`src/rtl/multicycle_control.sv`:
```
// Multicycle MIPS sequencing controller: walks the shared datapath through fetch/decode/execute/memory/write-back.
// Optional illegal-opcode trap state enabled by defining MULTICYCLE_TRAP_EN.
module multicycle_control (
  input  logic       clock_in,
  input  logic       reset_in,
  input  logic [5:0] opcode_in,
  input  logic       memReady_in,
  output logic       pcWrite_out,
  output logic       pcWriteCond_out,
  output logic       iorD_out,
  output logic       memRead_out,
  output logic       memWrite_out,
  output logic       irWrite_out,
  output logic       memtoReg_out,
  output logic       regDst_out,
  output logic       regWrite_out,
  output logic       aluSrcA_out,
  output logic [1:0] aluSrcB_out,
  output logic [1:0] aluOp_out,
  output logic [1:0] pcSource_out,
  output logic       instrDone_out,
  output logic [3:0] state_out,
  output logic       exception_out
);

  typedef enum logic [3:0] {
    IDLE     = 4'd0,
    FETCH    = 4'd1,
    DECODE   = 4'd2,
    MEMADR   = 4'd3,
    MEMREAD  = 4'd4,
    MEMWB    = 4'd5,
    MEMWRITE = 4'd6,
    EXECUTE  = 4'd7,
    RWB      = 4'd8,
    BRANCH   = 4'd9,
    JUMP     = 4'd10,
    ADDIU_EX = 4'd11,
    ADDIU_WB = 4'd12,
    TRAP     = 4'd13
  } state_t;

  localparam logic [5:0] OP_RTYPE = 6'b000000;
  localparam logic [5:0] OP_J     = 6'b000010;
  localparam logic [5:0] OP_BEQ   = 6'b000100;
  localparam logic [5:0] OP_ADDIU = 6'b001001;
  localparam logic [5:0] OP_LW    = 6'b100011;
  localparam logic [5:0] OP_SW    = 6'b101011;

  state_t state;
  state_t next_state;
  logic   legal_op;

  always_comb begin
    case (opcode_in)
      OP_RTYPE, OP_J, OP_BEQ, OP_ADDIU, OP_LW, OP_SW: legal_op = 1'b1;
      default:                                        legal_op = 1'b0;
    endcase
  end

  always_ff @(posedge clock_in or posedge reset_in) begin
    if (reset_in)
      state <= IDLE;
    else
      state <= next_state;
  end

  assign state_out = state;

  always_comb begin
    next_state = state;
    case (state)
      IDLE:     next_state = FETCH;
      FETCH:    next_state = memReady_in ? DECODE : FETCH;
      DECODE: begin
        case (opcode_in)
          OP_RTYPE:     next_state = EXECUTE;
          OP_J:         next_state = JUMP;
          OP_BEQ:       next_state = BRANCH;
          OP_ADDIU:     next_state = ADDIU_EX;
          OP_LW, OP_SW: next_state = MEMADR;
`ifdef MULTICYCLE_TRAP_EN
          default:      next_state = TRAP;
`else
          default:      next_state = FETCH;
`endif
        endcase
      end
      MEMADR:   next_state = (opcode_in == OP_LW) ? MEMREAD : MEMWRITE;
      MEMREAD:  next_state = memReady_in ? MEMWB : MEMREAD;
      MEMWB:    next_state = FETCH;
      MEMWRITE: next_state = memReady_in ? FETCH : MEMWRITE;
      EXECUTE:  next_state = RWB;
      RWB:      next_state = FETCH;
      BRANCH:   next_state = FETCH;
      JUMP:     next_state = FETCH;
      ADDIU_EX: next_state = ADDIU_WB;
      ADDIU_WB: next_state = FETCH;
`ifdef MULTICYCLE_TRAP_EN
      TRAP:     next_state = TRAP;
`else
      TRAP:     next_state = IDLE;
`endif
      default:  next_state = IDLE;
    endcase
  end

  // Moore outputs from state; FETCH, MEMWRITE and illegal DECODE add Mealy terms.
  always_comb begin
    pcWrite_out     = 1'b0;
    pcWriteCond_out = 1'b0;
    iorD_out        = 1'b0;
    memRead_out     = 1'b0;
    memWrite_out    = 1'b0;
    irWrite_out     = 1'b0;
    memtoReg_out    = 1'b0;
    regDst_out      = 1'b0;
    regWrite_out    = 1'b0;
    aluSrcA_out     = 1'b0;
    aluSrcB_out     = 2'b00;
    aluOp_out       = 2'b00;
    pcSource_out    = 2'b00;
    instrDone_out   = 1'b0;
    exception_out   = 1'b0;
    case (state)
      FETCH: begin
        memRead_out = 1'b1;
        aluSrcB_out = 2'b01;
        irWrite_out = memReady_in;
        pcWrite_out = memReady_in;
      end
      DECODE: begin
        aluSrcB_out = 2'b11;
`ifndef MULTICYCLE_TRAP_EN
        instrDone_out = ~legal_op;
`endif
      end
      MEMADR: begin
        aluSrcA_out = 1'b1;
        aluSrcB_out = 2'b10;
      end
      MEMREAD: begin
        memRead_out = 1'b1;
        iorD_out    = 1'b1;
      end
      MEMWB: begin
        regWrite_out  = 1'b1;
        memtoReg_out  = 1'b1;
        instrDone_out = 1'b1;
      end
      MEMWRITE: begin
        memWrite_out  = 1'b1;
        iorD_out      = 1'b1;
        instrDone_out = memReady_in;
      end
      EXECUTE: begin
        aluSrcA_out = 1'b1;
        aluOp_out   = 2'b10;
      end
      RWB: begin
        regWrite_out  = 1'b1;
        regDst_out    = 1'b1;
        instrDone_out = 1'b1;
      end
      BRANCH: begin
        aluSrcA_out     = 1'b1;
        aluOp_out       = 2'b01;
        pcWriteCond_out = 1'b1;
        pcSource_out    = 2'b01;
        instrDone_out   = 1'b1;
      end
      JUMP: begin
        pcWrite_out   = 1'b1;
        pcSource_out  = 2'b10;
        instrDone_out = 1'b1;
      end
      ADDIU_EX: begin
        aluSrcA_out = 1'b1;
        aluSrcB_out = 2'b10;
      end
      ADDIU_WB: begin
        regWrite_out  = 1'b1;
        instrDone_out = 1'b1;
      end
`ifdef MULTICYCLE_TRAP_EN
      TRAP:     exception_out = 1'b1;
`endif
      default: ;
    endcase
  end

endmodule

```
`config.mk`:
```
export PLATFORM = sky130hd
export DESIGN_NAME = multicycle_control
export DESIGN_NICKNAME = d
export VERILOG_FILES = /design/src/rtl/multicycle_control.sv
export SDC_FILE = /design/constraint.sdc
export NUM_CORES = 1
export LEC_CHECK = 0
export BUFFER_PORTS_ARGS = -buffer_cell sky130_fd_sc_hd__clkbuf_2
export CAP_MARGIN = 30
export CORE_MARGIN = 5
export CORE_UTILIZATION = 35
export DETAILED_ROUTE_END_ITERATION = 10
export PLACE_DENSITY = 0.65
export SYNTH_ARGS = -nofsm -noshare
export SYNTH_HDL_FRONTEND = slang
export SYNTH_SLANG_ARGS = --single-unit
```
`constraint.sdc`:
```
create_clock -name clock_in -period 1.67 [get_ports clock_in]
set_input_delay 0.334 -clock clock_in [delete_from_list [all_inputs] [get_ports clock_in]]
set_output_delay 0.334 -clock clock_in [all_outputs]
set_load 0.05 [all_outputs]
```
==> flow_metrics.py, run 1 <==
metrics = {
    "run_status": {
        "status": "finished, violations left",
        "failed_checks": "setup timing",
    },
    "timing": {
        "drv_slew": 0,
        "max_freq_mhz": 545.3,
        "fin_crit_ps": 1834,
        "hold_viol_final": 0,
        "whs_ps": 460.5,
        "setup_viol": 13,
        "skew_ps": 4.382,
        "grt_setup_unrepaired": "true",
        "period_share": 1.098,
        "fin_ws_ps": -163.8,
    },
    "drt": {
        "viasPerCell": 5.592,
        "via_count": 822,
        "ant_nets": 0,
        "routed_wirelength_um": 2338,
        "detail_route.wl_per_cell_um": 15.90,
        "drt_iter0_drc": 10,
        "drc": 0,
        "drt_pass1_iterations": 4,
    },
    "logic_synthesis": {
        "yosys_warnings": 0,
        "synth.mux.area_fraction": 0,
        "syn_inst": 82,
        "syn_area_per_cell_sq_um": 6.897,
        "yosysSeqAreaShare": 0.1770,
        "synth_compound_gate_area_share": 0.2522,
        "synthXorXnorAreaFrac": 0.01549,
        "netlist.area_leader.share": 0.1770,
        "synth_seq_cells": 4,
        "synth_area_sq_um": 565.5,
        "yosys.area_share.simple": 0.4425,
        "yosys.area.top_type": "dfrtp_1",
        "synthAdderAreaFrac": 0,
        "synthTopCellsByArea": "dfrtp_1, nor2_1, a21oi_1",
        "syn_nets": 91,
        "synth_top_family_by_area": "simple AND/OR/NAND/NOR gates",
        "ys_types": 41,
    },
    "cells_and_area": {
        "largest_register_ffs": 4,
        "layout_commonest_cell": "buf_4",
        "stdcell_count": 147,
        "finalNetCount": 142,
        "drive_gt1_frac": 0.7023,
        "areaGrowthSynthToFinish_pct": 130.5,
        "num_antenna_cells": 0,
        "nFillCells": 80,
        "layout_common_cells": "buf_4, buf_8, clkbuf_2, nor2_4, nand2_1",
    },
    "job": {
        "cap_violations": 0,
    },
    "worst_hold_path": {
        "hold_path_class": "in2reg",
        "holdCritStartpoint": "opcode_in[4]",
    },
    "critical_path": {
        "path_cells": "buf_4 -> nand3b_1 -> a21oi_1 -> a311o_2 -> buf_8",
        "cp.arrival_ps": 1500,
        "rr_startpoint": "state_out[1]",
        "crit_fanout": 5,
        "r2r_end": "state_out[1]",
        "startpoint": "state_out[1]",
        "critPathKind": "reg2out",
        "slowest_stage": "dfrtp_2",
        "critPathLaunchType": "register",
        "worst_r2r_path_depth": 5,
        "cp-end-kind": "primary output",
        "cpPeakStageDelay_ps": 440,
        "ff2ff_setup_slack_ps": 60,
        "crit_end": "instrDone_out",
        "cp_data_required_time_ps": 1340,
    },
    "floorplan": {
        "rows": 14,
        "core_sq_mm": 0.001524,
        "ioPinCount": 31,
        "fp.dieArea_sq_mm": 0.002520,
        "die_h_um": 50.20,
        "die_w_um": 50.20,
        "initial_core_util": 0.3711,
    },
    "pwr": {
        "powerDensity_mw_per_mm2": 1889,
        "p_leak_nw": 0.5625,
        "switchingPower_mw": 1.358,
        "swShare": 0.5515,
        "cellInternalPower_mw": 1.104,
        "p_seq_frac": 0.088,
        "p_comb_frac": 0.864,
        "irDropWorstVdd_uv": 1649,
        "p_clk_frac": 0.048,
    },
    "clocking": {
        "clkTransAtPathRegs_ps": 30,
        "cts-htree-levels": 1,
        "clock-root-buffer": "clkbuf_4",
        "numCtsBuffers": 3,
        "numClockSinks": 4,
        "clockBufferDepth": 2,
        "cts_tree": "yes",
        "insertion_delay_ps": 230,
    },
    "global_routing": {
        "track_usage": 0.1794,
        "antenna_found_initial": 0,
        "grt_pass1_wl_um": 3643,
        "grt_max_degree": 13,
        "grt_remaining_overflow": 0,
        "grt_pass1_vias": 826,
    },
    "placed_design": {
        "port_buffers": 29,
        "dp.cells": 136,
        "dpl.hpwl_um": 1463,
        "gp_congestion": 0.8361,
    },
}
==> per-layer routing <==
layer / vias up / track usage / routed length (um)
met5: - / 0 / 0
met1: 390 / 0.1975 / 857
met3: 4 / 0.04438 / 146
li1: 397 / - / -
met2: 31 / 0.3431 / 1295
met4: 0 / 0.03057 / 38
==> how the worst min path moves through the flow <==
stage,endpoint,slack [ps],depth (start not counted)
floorplan,state_out[0],100,1
global placement,state_out[3],200,2
detailed placement,state_out[1],210,2
CTS,state_out[3],460,4
global route,state_out[3],470,4
finish,state_out[3],460,4
==> repair_timing <==
item | 4_1_cts | 5_1_grt
endpoints found under the setup margin | 17 | 18
pin swaps | 2 | 4
endpoints found under the hold margin | 4 | 0
resized for setup | 48 | 25
buffers inserted | 5 | 2
hold buffers | 1 | 0
==> cells in the mapped netlist <==
cell	instances
nor2_1	13
nand2_1	6
a21oi_1	5
nor3_1	5
dfrtp_1	4
a211oi_1	3
buf_4	3
inv_1	3
buf_2	2
clkbuf_1	2
nand2b_1	2
nand3_1	2
nor4b_1	2
o21ai_0	2
o22ai_1	2
a21bo_2	1
a21boi_0	1
a311o_1	1
a31oi_1	1
a41oi_1	1
and3_1	1
and3_2	1
and4bb_1	1
conb_1	1
dlygate4sd1_1	1
nand2b_2	1
nand3b_1	1
nand4_1	1
nand4b_1	1
nor2b_1	1
nor3b_1	1
nor4_2	1
o211a_1	1
o21a_1	1
o21ai_1	1
o31ai_1	1
or2_2	1
or2b_2	1
or3_1	1
or3b_1	1
xnor2_1	1
==> logic make-up after synthesis <==
group                     Yosys count
DFF                                 4
other                               1
buffers and inverters              11
AOI/OAI and AO/OA                  21
and+or+nand+nor                    44
xor gates and xnor gates            1
==> power by group through the flow <==
| stage | combinational (mW) | sequential, mW | clock (mW) |
|---|---|---|---|
| after floorplan | 1.18 | 0.303 | 0 |
| after global placement | 1.60 | 0.226 | 0 |
| after detailed placement | 1.62 | 0.227 | 0 |
| after CTS | 1.94 | 0.218 | 0.121 |
| after global routing | 2.21 | 0.226 | 0.134 |
| final | 2.13 | 0.217 | 0.118 |
==> layout make-up <==
| type | instances | area (sq um) | area share |
|---|---|---|---|
| clock buffer | 3 | 22.52 | 0.01727 |
| inverter | 3 | 11.26 | 0.008637 |
| multi-input combinational | 67 | 611.8 | 0.4693 |
| sequential | 4 | 105.1 | 0.08061 |
| tap | 16 | 20.02 | 0.01536 |
| timing repair buffer | 54 | 533.0 | 0.4088 |
==> per-stage QoR <==
step / cell area (sq um) / worst slack [ps] / setup TNS (ps) / total power, mW / util
2_1_floorplan: 710.7 / -233.9 / -1382 / 1.479 / -
3_3_place_gp: 947.2 / -162.3 / -225.1 / 1.822 / 0.6215
3_5_place_dp: 947.2 / -197.0 / -307.6 / 1.844 / 0.6215
4_1_cts: 1216 / -147.0 / -992.2 / 2.277 / 0.7980
5_1_grt: 1304 / -228.9 / -2082 / 2.571 / 0.8555
6_report: 1304 / -163.8 / -1146 / 2.462 / 0.8555
==> worst max-delay path, delay by kind of cell, from the launching register on <==
kind            cells  cell delay [ps]
flops               1              440
simple gates        1               80
compound gates      2              420
buf+inv             2              330
No activity file was read; power rests on OpenSTA's default activity.
==> run 2: changes to the inputs <==
--- a/config.mk
+++ b/config.mk
@@ -8,9 +8,9 @@
 export BUFFER_PORTS_ARGS = -buffer_cell sky130_fd_sc_hd__clkbuf_2
 export CAP_MARGIN = 30
 export CORE_MARGIN = 5
-export CORE_UTILIZATION = 35
+export CORE_UTILIZATION = 43
 export DETAILED_ROUTE_END_ITERATION = 10
-export PLACE_DENSITY = 0.65
+export PLACE_DENSITY = 0.78
 export SYNTH_ARGS = -nofsm -noshare
 export SYNTH_HDL_FRONTEND = slang
 export SYNTH_SLANG_ARGS = --single-unit
==> run 2 against run 1 <==
Synthesized area stayed put. The run now fails in 4_1_cts. Synthesized cell count unchanged.
==> flow_metrics.py, run 2 <==
metrics = {
    "run_status": {
        "status": "stopped before the end",
        "failed_stage": "4_1_cts",
        "stop_error": "[ERROR DPL-0038] Utilization greater than 100%, impossible to legalize",
    },
    "placed_design": {
        "dpl.hpwl_um": 1675,
        "gp_congestion": 0.8822,
        "port_buffers": 29,
        "dp.cells": 143,
    },
    "logic_synthesis": {
        "yosys_warnings": 0,
        "yosysSeqAreaShare": 0.1770,
        "netlist.area_leader.share": 0.1770,
        "synth_seq_cells": 4,
        "yosys-top-cells-count": "nor2_1, nand2_1, a21oi_1, nor3_1, dfrtp_1",
        "syn_nets": 91,
        "syn_area_per_cell_sq_um": 6.897,
        "synth_area_sq_um": 565.5,
        "ys_types": 41,
        "syn_inst": 82,
        "synthTopCellsByArea": "dfrtp_1, nor2_1, a21oi_1",
        "yosysMostFrequentCell": "nor2_1",
        "synth_edf_count": 0,
        "synthArstFlopShare": 1.000,
        "synth_ff_type": "dfrtp_1",
        "yosys.area.top_type": "dfrtp_1",
    },
    "floorplan": {
        "die_w_um": 46.27,
        "initial_core_util": 0.4458,
        "rows": 13,
        "ioPinCount": 31,
        "die_h_um": 46.27,
    },
    "clocking": {
        "numCtsBuffers": 3,
        "clockBufferDepth": 2,
        "clock-root-buffer": "clkbuf_4",
        "cts_hold_buf": 1,
        "cts_setup_buffers": 9,
        "numClockSinks": 4,
        "cts.repair.resized": 52,
        "cts-htree-levels": 1,
    },
}
run 2: cell counts after synthesis:
No cell type changed its count.
run 2: kinds of logic after synthesis:
| kind of cell | count (synthesis) | share of synthesized area |
|---|---|---|
| and+or+nand+nor | 44 | 0.4425 |
| AOI/OAI and AO/OA | 21 | 0.2522 |
| buffers and inverters | 11 | 0.1062 |
| DFF | 4 | 0.1770 |
| xor gates and xnor gates | 1 | 0.01549 |
| other | 1 | 0.006631 |
run 2: through the flow:
step	hold slack, ps	setup WS, ps	cell area, sq um
after detailed placement	207.4	-248.3	1006
after global placement	192.2	-150.5	1006
after floorplan	100.1	-233.9	710.7
==> run 3: changes to the inputs <==
--- a/config.mk
+++ b/config.mk
@@ -7,10 +7,10 @@
 export LEC_CHECK = 0
 export BUFFER_PORTS_ARGS = -buffer_cell sky130_fd_sc_hd__clkbuf_2
 export CAP_MARGIN = 30
-export CORE_MARGIN = 5
-export CORE_UTILIZATION = 43
+export CORE_AREA = 5 5 66 68
 export DETAILED_ROUTE_END_ITERATION = 10
-export PLACE_DENSITY = 0.78
+export DIE_AREA = 0 0 71 73
+export PLACE_DENSITY_LB_ADDON = 0.15
 export SYNTH_ARGS = -nofsm -noshare
 export SYNTH_HDL_FRONTEND = slang
 export SYNTH_SLANG_ARGS = --single-unit
==> run 3 against run 2 <==
The flow now finishes, with violations (setup timing).
==> flow_metrics.py, run 3 (synthesized netlist as in run 1, its figures left out) <==
metrics = {
    "critical_path": {
        "cp-end-kind": "primary output",
        "crit_fanout": 6,
        "crit_family": "compound AO/OA/AOI/OAI gates",
        "path_cells": "buf_4 -> a21oi_2 -> o21a_1 -> a311o_2 -> clkbuf_16",
        "r2r_end": "state_out[0]",
        "cp_data_required_time_ps": 1340,
        "rr_startpoint": "state_out[2]",
        "critPathLaunchType": "register",
        "path_buf_inv": 2,
        "ff2ff_setup_slack_ps": 80,
        "worst_r2r_path_depth": 5,
        "critPathKind": "reg2out",
        "slowest_stage": "dfrtp_2",
        "cpPeakStageDelay_ps": 420,
        "cp.arrival_ps": 1500,
    },
    "drt": {
        "via_count": 796,
        "drt_pass1_iterations": 4,
        "drt_iter0_drc": 13,
        "drc": 0,
        "ant_nets": 0,
        "viasPerCell": 4.280,
        "routed_wirelength_um": 2263,
        "detail_route.wl_per_cell_um": 12.17,
    },
    "cells_and_area": {
        "num_antenna_cells": 0,
        "finalNetCount": 147,
        "fin_util": 0.3808,
        "stdcell_count": 186,
        "areaGrowthSynthToFinish_pct": 155.8,
        "multi_input_area_sq_um": 623.1,
        "layout_common_cells": "buf_4, clkbuf_2, buf_8, nor2_4, buf_6",
        "nFillCells": 395,
        "drive_gt1_frac": 0.7279,
        "register_area_sq_um": 105.1,
        "largest_register_ffs": 4,
        "final_area_sq_mm": 0.001446,
        "layout_commonest_cell": "buf_4",
    },
    "clocking": {
        "clock-root-buffer": "clkbuf_8",
        "numClockSinks": 4,
        "clockBufferDepth": 2,
        "cts-htree-levels": 1,
        "insertion_delay_ps": 220,
        "clkTransAtPathRegs_ps": 30,
        "cts_tree": "yes",
        "numCtsBuffers": 3,
    },
    "timing": {
        "hold_viol_final": 0,
        "skew_ps": 4.506,
        "grt_setup_unrepaired": "true",
        "whs_ps": 468.2,
        "fin_ws_ps": -164.6,
        "fin_tns_setup_ps": -775.1,
        "max_freq_mhz": 545.1,
        "setup_viol": 13,
        "drv_slew": 0,
        "fin_crit_ps": 1835,
        "period_share": 1.099,
    },
    "worst_hold_path": {
        "holdCritStartpoint": "opcode_in[4]",
        "hold_path_class": "in2reg",
        "min_path_cells": 4,
        "hold-path-endpoint": "state_out[3]",
    },
    "floorplan": {
        "core_sq_mm": 0.003799,
        "ioPinCount": 31,
        "fp.dieArea_sq_mm": 0.005183,
        "initial_core_util": 0.1489,
        "die_h_um": 73,
        "rows": 23,
        "die_w_um": 71,
    },
    "global_routing": {
        "grt_pass1_wl_um": 3995,
        "antenna_found_initial": 0,
        "grt_max_degree": 14,
        "track_usage": 0.09521,
        "grt_remaining_overflow": 0,
        "grt_pass1_vias": 847,
    },
    "pwr": {
        "powerDensity_mw_per_mm2": 1847,
        "irDropWorstVdd_uv": 485.4,
        "p_total_mw": 2.672,
        "p_leak_nw": 0.6051,
    },
    "run_status": {
        "status": "finished, violations left",
        "failed_checks": "setup timing",
    },
    "placed_design": {
        "dpl_worst_slack_ps": -203.0,
        "gp_congestion": 0.7146,
        "place_area_sq_mm": 0.001020,
        "port_buffers": 29,
        "dpl.hpwl_um": 1709,
        "dp.cells": 172,
    },
    "job": {
        "cap_violations": 0,
    },
}
## run 3: final cells by class
class                      instances  share of cell area
multi-input combinational         67              0.4308
timing repair buffer              59              0.4170
tap                               50             0.04325
inverter                           3            0.007785
clock buffer                       3             0.02855
sequential                         4             0.07266
## run 3: worst register-to-register path, stage by stage, from the launching register on
cell and delay [ps]:
dfrtp_2 420, buf_4 130, a21oi_2 40, o21a_1 170
a311o_2 340, or3b_1 350
## run 3: what timing repair did
item	in CTS	in global routing
pin swaps	3	2
setup buffers	6	4
setup endpoints to repair	17	17
hold endpoints to repair	4	0
hold buffers	1	0
gates resized for setup	52	22
## run 3: worst max path at each step
stage                  from       endpoint  slack [ps]  cells past startpoint
3_3_place_gp   opcode_in[0]  instrDone_out        -180                      5
2_1_floorplan  state_out[2]   state_out[0]        -230                      5
6_report       state_out[2]  instrDone_out        -160                      5
4_1_cts        state_out[2]  instrDone_out        -150                      5
3_5_place_dp   opcode_in[0]  instrDone_out        -200                      5
5_1_grt        state_out[2]  instrDone_out        -210                      5
## run 3: where the power goes
group          total, mW  internal (mW)  switching [mW]
logic               2.26           1.01            1.24
registers          0.211          0.141          0.0700
clock network      0.205          0.154          0.0510
total               2.67           1.31            1.36
## run 3: routing by layer
| metal | vias up | part of all wire | global-route usage | wire [um] |
|---|---|---|---|---|
| li1 | 406 | - | - | - |
| met1 | 367 | 0.38 | 0.1064 | 858 |
| met2 | 21 | 0.58 | 0.1792 | 1302 |
| met3 | 2 | 0.040 | 0.01928 | 91 |
| met4 | 0 | 0.0044 | 0.03132 | 10 |
| met5 | - | 0 | 0 | 0 |
==> run 4: changes to the inputs <==
--- a/config.mk
+++ b/config.mk
@@ -5,12 +5,14 @@
 export SDC_FILE = /design/constraint.sdc
 export NUM_CORES = 1
 export LEC_CHECK = 0
+export ABC_AREA = 1
 export BUFFER_PORTS_ARGS = -buffer_cell sky130_fd_sc_hd__clkbuf_2
 export CAP_MARGIN = 30
 export CORE_AREA = 5 5 66 68
 export DETAILED_ROUTE_END_ITERATION = 10
 export DIE_AREA = 0 0 71 73
 export PLACE_DENSITY_LB_ADDON = 0.15
+export REMOVE_ABC_BUFFERS = 1
 export SYNTH_ARGS = -nofsm -noshare
 export SYNTH_HDL_FRONTEND = slang
 export SYNTH_SLANG_ARGS = --single-unit
==> run 4 against run 3 <==
The flow still finishes with violations (setup timing). Clock power hardly changed. Clock skew is 3.4 ps lower. Routed wire length is 14% lower. Maximum frequency is 4.3% higher. Sequential power is 4% higher. Combinational power is 29% lower. Count of clock-buffer cells in the layout stayed put. Cell count is 6.5% higher. First-iteration DRC count grew to 2.6 times the previous value. Critical endpoint is now aluSrcA_out. Largest cell class unchanged.
==> flow_metrics.py, run 4 <==
metrics = {
    "run_status": {
        "status": "finished, violations left",
        "failed_checks": "setup timing",
    },
    "timing": {
        "period_share": 1.054,
        "whs_ps": 491.9,
        "hold_viol_final": 0,
        "fin_ws_ps": -89.54,
        "max_freq_mhz": 568.3,
        "setup_viol": 7,
        "drv_slew": 0,
        "grt_setup_unrepaired": "true",
        "skew_ps": 1.108,
        "fin_crit_ps": 1760,
    },
    "critical_path": {
        "cp.arrival_ps": 1430,
        "cp-end-kind": "primary output",
        "crit_fanout": 5,
        "cp_data_required_time_ps": 1340,
        "critPathKind": "reg2out",
        "ff2ff_setup_slack_ps": 440,
        "worst_r2r_path_depth": 7,
        "critPathLaunchType": "register",
        "startpoint": "state_out[0]",
        "rr_startpoint": "state_out[0]",
    },
    "cells_and_area": {
        "layout_commonest_cell": "nand2_1",
        "areaGrowthSynthToFinish_pct": 95.42,
        "layout_common_cells": "nand2_1, nor2_1, inv_1, clkbuf_2, buf_4",
        "num_antenna_cells": 0,
        "stdcell_count": 198,
        "largest_register_ffs": 4,
        "fin_util": 0.2813,
        "drive_gt1_frac": 0.4932,
        "finalNetCount": 159,
        "nFillCells": 438,
        "multi_input_area_sq_um": 430.4,
        "register_area_sq_um": 105.1,
    },
    "drt": {
        "viasPerCell": 3.859,
        "drt_pass1_iterations": 4,
        "drt_iter0_drc": 34,
        "routed_wirelength_um": 1938,
        "detail_route.wl_per_cell_um": 9.788,
        "ant_nets": 0,
        "drc": 0,
        "via_count": 764,
    },
    "pwr": {
        "p_leak_nw": 0.6065,
        "p_total_mw": 2.028,
        "irDropWorstVdd_uv": 393.9,
        "powerDensity_mw_per_mm2": 1898,
    },
    "logic_synthesis": {
        "yosysSeqAreaShare": 0.1831,
        "synth_edf_count": 0,
        "ys_types": 15,
        "yosys-top-cells-count": "nand2_1, nor2_1, inv_1",
        "yosys.area.top_type": "nand2_1",
        "synth_ff_type": "dfrtp_1",
        "synthArstFlopShare": 1.000,
        "yosys_warnings": 0,
        "synth_seq_cells": 4,
        "syn_inst": 108,
        "yosysMostFrequentCell": "nand2_1",
        "synthTopCellsByArea": "nand2_1, nor2_1, dfrtp_1",
        "syn_area_per_cell_sq_um": 5.063,
        "netlist.area_leader.share": 0.2403,
        "synth_area_sq_um": 546.8,
    },
    "global_routing": {
        "grt_pass1_vias": 768,
        "grt_max_degree": 7,
        "grt_remaining_overflow": 0,
        "antenna_found_initial": 0,
        "grt_pass1_wl_um": 3270,
        "track_usage": 0.07932,
    },
    "placed_design": {
        "port_buffers": 29,
        "dp.cells": 189,
        "dpl.hpwl_um": 1663,
        "gp_congestion": 0.7878,
    },
    "clocking": {
        "insertion_delay_ps": 220,
        "clkTransAtPathRegs_ps": 30,
        "cts_tree": "yes",
        "numClockSinks": 4,
        "cts-htree-levels": 1,
        "clockBufferDepth": 2,
        "numCtsBuffers": 3,
        "clock-root-buffer": "clkbuf_8",
    },
    "floorplan": {
        "die_w_um": 71,
        "die_h_um": 73,
        "core_sq_mm": 0.003799,
        "rows": 23,
        "initial_core_util": 0.1439,
        "ioPinCount": 31,
        "fp.dieArea_sq_mm": 0.005183,
    },
    "worst_hold_path": {
        "hold_path_class": "in2reg",
        "holdCritStartpoint": "memReady_in",
        "min_path_cells": 5,
    },
    "job": {
        "cap_violations": 0,
    },
}
[run 4: path summary, 6_finish.rpt]
kind / end
max in group asynchronous: state_out[2]
max: aluSrcA_out
min: state_out[1]
min in group asynchronous: state_out[1]
min reg2reg: state_out[2]
max reg2reg: state_out[0]
[run 4: per-layer routing]
metal | track usage | up-vias | share of wire
met5 | 0 | - | 0
met4 | 0.03758 | 0 | 0.019
met3 | 0.01791 | 4 | 0.053
met2 | 0.1421 | 25 | 0.50
met1 | 0.08874 | 335 | 0.43
li1 | - | 400 | -
[run 4: per-stage QoR]
stage / setup TNS (ps) / area, sq um / setup WS [ps]
after floorplan: -8910 / 524.3 / -2087
after global placement: -18.56 / 784.5 / -18.56
after detailed placement: -9.422 / 784.5 / -9.422
after CTS: -406.0 / 982.2 / -112.4
after global routing: -1060 / 1069 / -157.4
final: -304.3 / 1069 / -89.54
[run 4: logic make-up (layout without fill, tap and decap cells)]
logic type	count (synthesis)	count (layout)	synth area share
AO/OA/AOI/OAI	1	1	0.009145
flip-flops	4	4	0.1831
other	1	1	0.006858
AND/OR/NAND/NOR	80	80	0.6293
buffers and inverters	22	62	0.1716
[run 4: repair_timing]
action / CTS / global route
resized for setup: 35 / 33
hold buffers: 1 / 0
endpoints found under the setup margin: 13 / 15
pin swaps: 5 / 8
setup buffers: 3 / 2
endpoints found under the hold margin: 4 / 0
[run 4: layout make-up]
class | count | share of cell area
timing repair buffer | 40 | 0.3349
multi-input combinational | 82 | 0.4028
tap | 50 | 0.05855
sequential | 4 | 0.09836
inverter | 19 | 0.06675
clock buffer | 3 | 0.03864
[run 4: critical path, cell delays in order, from the launching register on]
cell and delay [ps]:
dfrtp_2 450, buf_4 160, nand2_2 70, nor2_1 70, nor2_1 140, nand3b_1 140
buf_8 180
[run 4: report_power, final]
part | total, mW | switching, mW | internal (mW)
combinational | 1.60 | 1.02 | 0.585
sequential | 0.219 | 0.0799 | 0.139
clock | 0.207 | 0.0527 | 0.154
total | 2.03 | 1.15 | 0.878
